[config.mk]
export PLATFORM = sky130hd
export DESIGN_NAME = lfsr_bit_arbiter
export DESIGN_NICKNAME = d
export VERILOG_FILES = /design/src/rtl/lfsr_arb_pkg.sv /design/src/rtl/lfsr_core.sv /design/src/rtl/lfsr_bit_arbiter.sv
export SDC_FILE = /design/constraint.sdc
export NUM_CORES = 1
export LEC_CHECK = 0
export CAP_MARGIN = 15
export CORE_MARGIN = 1.5
export CORE_UTILIZATION = 35
export DETAILED_ROUTE_END_ITERATION = 7
export GPL_TIMING_DRIVEN = 1
export HOLD_SLACK_MARGIN = 0.03
export PLACE_DENSITY_LB_ADDON = 0.25
export SLEW_MARGIN = 15
export SYNTH_ARGS = -nofsm -noshare
export SYNTH_HDL_FRONTEND = slang
export SYNTH_HIERARCHICAL = 1
export SYNTH_SLANG_ARGS = --single-unit
export TNS_END_PERCENT = 30
[constraint.sdc]
create_clock -name clk -period 4.7 [get_ports clk]
set_clock_uncertainty 0.1 [all_clocks]
set_input_delay 1.175 -clock clk [delete_from_list [all_inputs] [get_ports clk]]
set_output_delay 1.175 -clock clk [all_outputs]
set_load 0.1 [all_outputs]
[src/rtl/lfsr_arb_pkg.sv]
// Shared types and helpers for the LFSR bit arbiter: FSM state type,
// default maximal-length tap masks and the single-step LFSR function.
package lfsr_arb_pkg;

    typedef enum logic [1:0] {
        IDLE = 2'd0,
        LOAD = 2'd1,
        RUN  = 2'd2
    } state_e;

    localparam int LFSR_MAX_W = 16;

    // Tap masks use bit (k-1) for polynomial term x^k, matching the left-shift step.
    localparam logic [15:0] TAPS_W4  = 16'h000C;
    localparam logic [15:0] TAPS_W5  = 16'h0014;
    localparam logic [15:0] TAPS_W6  = 16'h0030;
    localparam logic [15:0] TAPS_W7  = 16'h0060;
    localparam logic [15:0] TAPS_W8  = 16'h00B8;
    localparam logic [15:0] TAPS_W9  = 16'h0110;
    localparam logic [15:0] TAPS_W10 = 16'h0240;
    localparam logic [15:0] TAPS_W11 = 16'h0500;
    localparam logic [15:0] TAPS_W12 = 16'h0E08;
    localparam logic [15:0] TAPS_W13 = 16'h1C80;
    localparam logic [15:0] TAPS_W14 = 16'h3802;
    localparam logic [15:0] TAPS_W15 = 16'h6000;
    localparam logic [15:0] TAPS_W16 = 16'hD008;

    function automatic logic [15:0] default_taps(input int w);
        case (w)
            4:       return TAPS_W4;
            5:       return TAPS_W5;
            6:       return TAPS_W6;
            7:       return TAPS_W7;
            8:       return TAPS_W8;
            9:       return TAPS_W9;
            10:      return TAPS_W10;
            11:      return TAPS_W11;
            12:      return TAPS_W12;
            13:      return TAPS_W13;
            14:      return TAPS_W14;
            15:      return TAPS_W15;
            default: return TAPS_W16;
        endcase
    endfunction

    // Callers zero-extend narrower states; bits above their width are discarded.
    function automatic logic [15:0] next_lfsr(input logic [15:0] state, input logic [15:0] taps);
        return {state[14:0], ^(state & taps)};
    endfunction

endpackage

[src/rtl/lfsr_core.sv]
// Fibonacci LFSR register that can never hold zero: a zero seed loads as 1.
module lfsr_core
    import lfsr_arb_pkg::*;
#(
    parameter int           W    = 8,
    parameter logic [W-1:0] TAPS = 8'hB8
) (
    input  logic         clk,
    input  logic         rst_b,
    input  logic         load,
    input  logic [W-1:0] load_val,
    input  logic         step,
    output logic [W-1:0] state
);

    logic [W-1:0] r_state;
    logic [W-1:0] w_next;
    logic [W-1:0] w_load_fixed;

    assign w_next       = W'(next_lfsr(16'(r_state), 16'(TAPS)));
    assign w_load_fixed = (load_val == '0) ? W'(1) : load_val;

    always_ff @(posedge clk) begin
        if (!rst_b) begin
            r_state <= W'(1);
        end else if (load) begin
            r_state <= w_load_fixed;
        end else if (step) begin
            r_state <= w_next;
        end
    end

    assign state = r_state;

endmodule

[src/rtl/lfsr_bit_arbiter.sv]
// Round-robin arbiter sharing one LFSR among N requesters; each grant yields
// a registered Bernoulli bit (lfsr <= prob) tagged with the winner's index.
module lfsr_bit_arbiter
    import lfsr_arb_pkg::*;
#(
    parameter int           N    = 4,
    parameter int           W    = 8,
    parameter logic [W-1:0] TAPS = 8'hB8
) (
    input  logic                   clk,
    input  logic                   rst_b,
    input  logic                   seed_valid,
    input  logic [W-1:0]           seed,
    input  logic [N-1:0]           req,
    input  logic [N*W-1:0]         prob,
    output logic [N-1:0]           gnt,
    output logic                   bit_valid,
    output logic                   bit_out,
    output logic [$clog2(N)-1:0]   bit_id
);

    localparam int IDW = $clog2(N);

    state_e         r_state;
    state_e         w_next_state;
    logic [W-1:0]   r_seed;
    logic [W-1:0]   w_lfsr;
    logic [IDW-1:0] r_rr_ptr;
    logic [IDW-1:0] w_winner;
    logic [IDW-1:0] w_idx;
    int             w_sum;
    logic           w_found;
    logic           w_load;
    logic           w_grant;
    logic [W-1:0]   w_win_prob;
    logic [N-1:0]   r_gnt;
    logic           r_bit_valid;
    logic           r_bit_out;
    logic [IDW-1:0] r_bit_id;

    lfsr_core #(
        .W    (W),
        .TAPS (TAPS)
    ) u_lfsr (
        .clk      (clk),
        .rst_b    (rst_b),
        .load     (w_load),
        .load_val (r_seed),
        .step     (w_grant),
        .state    (w_lfsr)
    );

    always_ff @(posedge clk) begin
        if (!rst_b) begin
            r_state <= IDLE;
        end else begin
            r_state <= w_next_state;
        end
    end

    always_comb begin
        w_next_state = r_state;
        case (r_state)
            IDLE:    if (seed_valid) w_next_state = LOAD;
            LOAD:    w_next_state = RUN;
            RUN:     if (seed_valid) w_next_state = LOAD;
            default: w_next_state = IDLE;
        endcase
    end

    // A seed request in RUN pre-empts arbitration for that cycle.
    always_comb begin
        w_load  = (r_state == LOAD);
        w_grant = (r_state == RUN) && !seed_valid && w_found;
    end

    always_comb begin
        w_found  = 1'b0;
        w_winner = '0;
        w_sum    = 0;
        w_idx    = '0;
        for (int k = 0; k < N; k++) begin
            w_sum = int'(r_rr_ptr) + k;
            if (w_sum >= N) w_sum = w_sum - N;
            w_idx = IDW'(w_sum);
            if (!w_found && req[w_idx]) begin
                w_found  = 1'b1;
                w_winner = w_idx;
            end
        end
    end

    always_comb begin
        w_win_prob = '0;
        for (int i = 0; i < N; i++) begin
            if (w_winner == IDW'(i)) w_win_prob = prob[i*W +: W];
        end
    end

    always_ff @(posedge clk) begin
        if (!rst_b) begin
            r_seed <= '0;
        end else if (seed_valid && r_state != LOAD) begin
            r_seed <= seed;
        end
    end

    // bit_out/bit_id deliberately hold their last value when no grant is made.
    always_ff @(posedge clk) begin
        if (!rst_b) begin
            r_gnt       <= '0;
            r_bit_valid <= 1'b0;
            r_bit_out   <= 1'b0;
            r_bit_id    <= '0;
            r_rr_ptr    <= '0;
        end else if (w_grant) begin
            r_gnt       <= N'(1) << w_winner;
            r_bit_valid <= 1'b1;
            r_bit_out   <= (w_lfsr <= w_win_prob);
            r_bit_id    <= w_winner;
            r_rr_ptr    <= (w_winner == IDW'(N-1)) ? '0 : w_winner + IDW'(1);
        end else begin
            r_gnt       <= '0;
            r_bit_valid <= 1'b0;
        end
    end

    assign gnt       = r_gnt;
    assign bit_valid = r_bit_valid;
    assign bit_out   = r_bit_out;
    assign bit_id    = r_bit_id;

endmodule

==> impl_table.tex, run 1 <==
\begin{tabular}{lr}
\hline
Metric & Value \\
\hline
\multicolumn{2}{l}{\textbf{Status}} \\
Outcome & complete, no violations \\
\multicolumn{2}{l}{\textbf{Floorplanning}} \\
Die width & 73.0 microns \\
Die Height & 73.0 microns \\
Starting utilization of the core area & 0.363 \\
Area enclosed by the die boundary & 5330 sq um \\
Top Ports & 55 \\
Area of the placeable core & 4720 sq um \\
Std cell rows & 25 \\
\multicolumn{2}{l}{\textbf{Worst setup path}} \\
Arrival time worst endpoint & 4.42 ns \\
Cell-by-cell listing of the critical path & clkdlybuf4s50\_1, nor2b\_1, o21a\_1, a2111oi\_2, inv\_1, ha\_1, nor2b\_2, a221oi\_1, nor3\_1, a21oi\_1, ha\_1, a211oi\_1, o21bai\_1, o41ai\_1, o221a\_1 \\
Req. time, crit path & 4.83 ns \\
Capturing instance or port of the critical path & bit\_out\$\_SDFFE\_PN0P\_ \\
Startpoint types & input port \\
Count of buffering cells on the critical path with inverters included & 2 \\
Worst-path maximum fanout & 7 \\
Slowest stage cell on the critical path & sky130\_fd\_sc\_hd\_\_clkdlybuf4s50\_1 \\
Largest stage delay on the critical path & 0.57 ns \\
Endpoint of the worst-slack reg-to-reg timing path & bit\_out\$\_SDFFE\_PN0P\_ \\
Cells on worst reg2reg path & 14 \\
WP depth & 15 \\
FF-to-FF setup slack & 1.39 ns \\
Dominant cell type by count on the critical path & sky130\_fd\_sc\_hd\_\_ha\_1 \\
Critical path class & input port to register \\
Family of cells with the greatest summed delay on the critical path & compound AO/OA/AOI/OAI gates \\
Crit. End Element & register \\
FF-to-FF Start & r\_rr\_ptr[0]\$\_SDFFE\_PN0P\_ \\
Critical path origin & req[3] \\
\multicolumn{2}{l}{\textbf{Logic synthesis}} \\
Top cells by area, synth & sky130\_fd\_sc\_hd\_\_dfxtp\_1 33\%, sky130\_fd\_sc\_hd\_\_ha\_1 8.7\%, sky130\_fd\_sc\_hd\_\_nor2b\_1 7.7\%, sky130\_fd\_sc\_hd\_\_a21oi\_1 5.8\%, sky130\_fd\_sc\_hd\_\_mux2i\_1 5.8\% \\
Instance count of the mapped netlist & 194 \\
Area share of the largest cell type after synthesis & 0.327 \\
Number of library cell types mapped by synthesis & 45 \\
Cell taking the most area after synthesis & sky130\_fd\_sc\_hd\_\_dfxtp\_1 \\
Async SR Flop Fraction & 0 \\
Syn Std Cell Area & 1720 sq um \\
Part of the Yosys area used for sequential elements & 0.327 \\
Yosys Warn Count & 6 \\
Count of flip-flops with a built-in enable after synthesis & 0 \\
Nets in the synthesized netlist & 253 \\
Mean area per synthesized cell & 8.85 sq um \\
Top\_reg\_cell synth & sky130\_fd\_sc\_hd\_\_dfxtp\_1 \\
Yosys reg bits & 28 \\
\multicolumn{2}{l}{\textbf{Global route}} \\
Wire length of the first global-routing pass & 6910 microns \\
Pin count of the biggest net entering global routing & 20 \\
Total global routing track utilization & 0.160 \\
Gr ovfl total & 0 \\
Initial antenna violation count & 0 \\
Vias in the first global route & 1,588 \\
\multicolumn{2}{l}{\textbf{Timing}} \\
Final number of max-transition violations & 0 \\
Worst Slack Setup Final & 0.403 ns \\
Slew of the pin with the lowest slew margin & 0.995 ns \\
Worst slew slack as a fraction of its limit & 0.334 \\
Shortest period the worst path allows & 4.30 ns \\
Setup repair after global routing missed its margin & false \\
Hold violation total from the final report & 0 \\
Share of the clock period used by the worst path & 0.914 \\
Maximum clock frequency & 0.233 GHz \\
Post-route setup TNS & 0 ns \\
Count of endpoints failing setup in the final report & 0 \\
\multicolumn{2}{l}{\textbf{Power}} \\
P\_int & 0.452 mW \\
Worst supply voltage drop on vdd & 0.134 mV \\
Portion of total power attributed to combinational logic & 0.272 \\
Switching part of the total power & 0.262 \\
Net load switching power & 0.160 mW \\
Pwr Density & 254 nW/um\^{}2 \\
Power share of the clock group & 0.307 \\
Portion of total power attributed to sequential cells & 0.421 \\
Standby leakage power & 0.985 nW \\
\multicolumn{2}{l}{\textbf{Finish}} \\
Fraction of layout cells with a size suffix above 1 & 0.100 \\
Fillers & 475 \\
P\&R area growth vs syn & 40.4\% \\
Number of inserted diodes & 0 \\
Final layout net count & 309 \\
Post-route cell area & 2410 sq um \\
\multicolumn{2}{l}{\textbf{Hold path}} \\
Hold path startpoint & r\_state[0]\$\_SDFFE\_PN0P\_ \\
Classification of the worst-slack hold path & register to register \\
\multicolumn{2}{l}{\textbf{Route}} \\
Post-route DRC & 0 \\
DR WL/cell & 12.6 microns \\
DR pass1 iterations & 4 \\
Vias/cell & 4.95 \\
Total vias in the final route & 1,565 \\
Total wire length & 3980 microns \\
Iteration-0 DRC Markers & 53 \\
Final antenna-violating net count & 0 \\
\multicolumn{2}{l}{\textbf{Clock tree}} \\
Cts bufs inserted & 3 \\
Clk sinks & 28 \\
CTS tree & built \\
Clock edge transition at the registers on the reported setup and hold paths & 0.10 ns \\
Deepest level of the CTS H-tree & 1 \\
Worst-case clock buffer depth & 2 \\
CTS root buf & sky130\_fd\_sc\_hd\_\_clkbuf\_8 \\
Source-to-sink clock delay at the later pin of the worst-skew pair & 0.27 ns \\
CTS hold repair buffers & 0 \\
\multicolumn{2}{l}{\textbf{Place}} \\
Worst-case setup slack after placement & 0.0841 ns \\
Last weighted congestion value of the routability-driven placer & 0.873 \\
DP Area & 2340 sq um \\
Detail Placement HPWL & 3100 microns \\
IO buf count & 54 \\
\multicolumn{2}{l}{\textbf{Flow run}} \\
Count of maximum capacitance violations & 0 \\
\hline
\end{tabular}
## registers in the layout, summed over array words and instances (netlist names)
| register | cells |
|---|---|
| r_state | 2 |
| gnt | 4 |
| u_lfsr/state | 8 |
| r_rr_ptr | 2 |
| r_seed | 8 |
| bit_out | 1 |
| bit_valid | 1 |
| bit_id | 2 |
## metrics by stage
| stage | hold WS [ns] | power (mW) | std cells | util |
|---|---|---|---|---|
| final | 0.369 | 0.612 | 316 | 0.510 |
| after global routing | 0.400 | 0.651 | 316 | 0.510 |
| after CTS | 0.369 | 0.618 | 316 | 0.510 |
| after detailed placement | 0.354 | 0.430 | 312 | 0.495 |
| after global placement | 0.321 | 0.427 | 312 | 0.495 |
| after floorplan | 0.304 | 0.363 | 194 | - |
## routing by layer
layer / part of all wire / GRT usage
met3: 0.055 / 0.0262
met5: 0 / 0
met1: 0.47 / 0.207
met2: 0.47 / 0.279
met4: 0.0078 / 0.0314
## cells in the final DEF (no fill, tap or decap), drive strengths merged, types with 2 or more instances in the layout
master / n
a21oi: 20
clkbuf: 3
buf: 7
inv: 8
nor3: 11
nor2b: 22
nor2: 5
clkdlybuf4s50: 54
o21a: 2
o21ai: 3
nand2b: 4
dfxtp: 28
a221oi: 7
nand2: 19
a211oi: 2
xor2: 2
ha: 12
mux2i: 10
mux2: 6
nand4: 2
nor4: 2
## logic make-up (layout without fill, tap and decap cells)
kind of cell,Yosys count,in the layout,share of synthesized area
muxes,16,16,0.0977
adders and majority gates,12,12,0.0875
xor gates and xnor gates,3,3,0.0153
buffers and inverters,18,73,0.0510
and+or+nand+nor,69,69,0.226
AOI/OAI and AO/OA,48,48,0.196
DFF,28,28,0.327
## cells in the mapped netlist (3+ instances only)
master and n:
sky130_fd_sc_hd__a21oi_1 20, sky130_fd_sc_hd__nand2b_1 4, sky130_fd_sc_hd__o21ai_0 3, sky130_fd_sc_hd__ha_1 12, sky130_fd_sc_hd__inv_1 7, sky130_fd_sc_hd__buf_4 3
sky130_fd_sc_hd__clkbuf_1 5, sky130_fd_sc_hd__mux2_2 6, sky130_fd_sc_hd__nor3_1 11, sky130_fd_sc_hd__a221oi_1 7, sky130_fd_sc_hd__nand2_1 18, sky130_fd_sc_hd__nor2b_1 21
sky130_fd_sc_hd__mux2i_1 10, sky130_fd_sc_hd__dfxtp_1 28, sky130_fd_sc_hd__nor2_1 5
## worst min path at each step
stage	end	slack, ns	cells past startpoint
floorplan	r_state[0]$_SDFFE_PN0P_	0.30	1
finish	r_state[0]$_SDFFE_PN0P_	0.37	1
global placement	r_state[0]$_SDFFE_PN0P_	0.32	1
detailed placement	r_state[0]$_SDFFE_PN0P_	0.35	1
global route	r_state[0]$_SDFFE_PN0P_	0.40	1
CTS	r_state[0]$_SDFFE_PN0P_	0.37	1
## final cells by class
type	instances	area, sq um	area share
repair buffers	61	593	0.246
flip-flops and latches	28	561	0.233
inverters	8	30.0	0.0125
clock inverters	1	30.0	0.0125
multi-input cells	148	1070	0.444
clock buffers	3	41.3	0.0171
well taps	67	83.8	0.0348
## worst reg2reg max path: stages (launching register included)
cell and delay, ns:
sky130_fd_sc_hd__dfxtp_1 0.45, sky130_fd_sc_hd__nor2b_2 0.10, sky130_fd_sc_hd__o21a_1 0.22, sky130_fd_sc_hd__a2111oi_2 0.32, sky130_fd_sc_hd__inv_1 0.11, sky130_fd_sc_hd__ha_1 0.20
sky130_fd_sc_hd__nor2b_2 0.19, sky130_fd_sc_hd__a221oi_1 0.29, sky130_fd_sc_hd__nor3_1 0.08, sky130_fd_sc_hd__a21oi_1 0.13, sky130_fd_sc_hd__ha_1 0.25, sky130_fd_sc_hd__a211oi_1 0.24
sky130_fd_sc_hd__o21bai_1 0.12, sky130_fd_sc_hd__o41ai_1 0.25, sky130_fd_sc_hd__o221a_1 0.21
## power groups by stage
stage	sequential (mW)	clock, mW	combinational, mW
after floorplan	0.266	0	0.0964
after detailed placement	0.263	0	0.167
after CTS	0.258	0.194	0.167
after global routing	0.260	0.204	0.187
after global placement	0.263	0	0.165
final	0.258	0.188	0.166
## what timing repair did
item	in CTS	in global routing
resized for setup	0	1
setup buffers	0	0
endpoints found under the setup margin	0	1
Note: power is estimated with default switching activity, not from simulation.
==> run 2, diff against run 1 <==
--- a/config.mk
+++ b/config.mk
@@ -10,7 +10,6 @@
 export CORE_UTILIZATION = 35
 export DETAILED_ROUTE_END_ITERATION = 7
 export GPL_TIMING_DRIVEN = 1
-export HOLD_SLACK_MARGIN = 0.03
 export PLACE_DENSITY_LB_ADDON = 0.25
 export SLEW_MARGIN = 15
 export SYNTH_ARGS = -nofsm -noshare
==> results of run 2 <==
The final DEF is identical to that of run 1; final timing and power are the same.
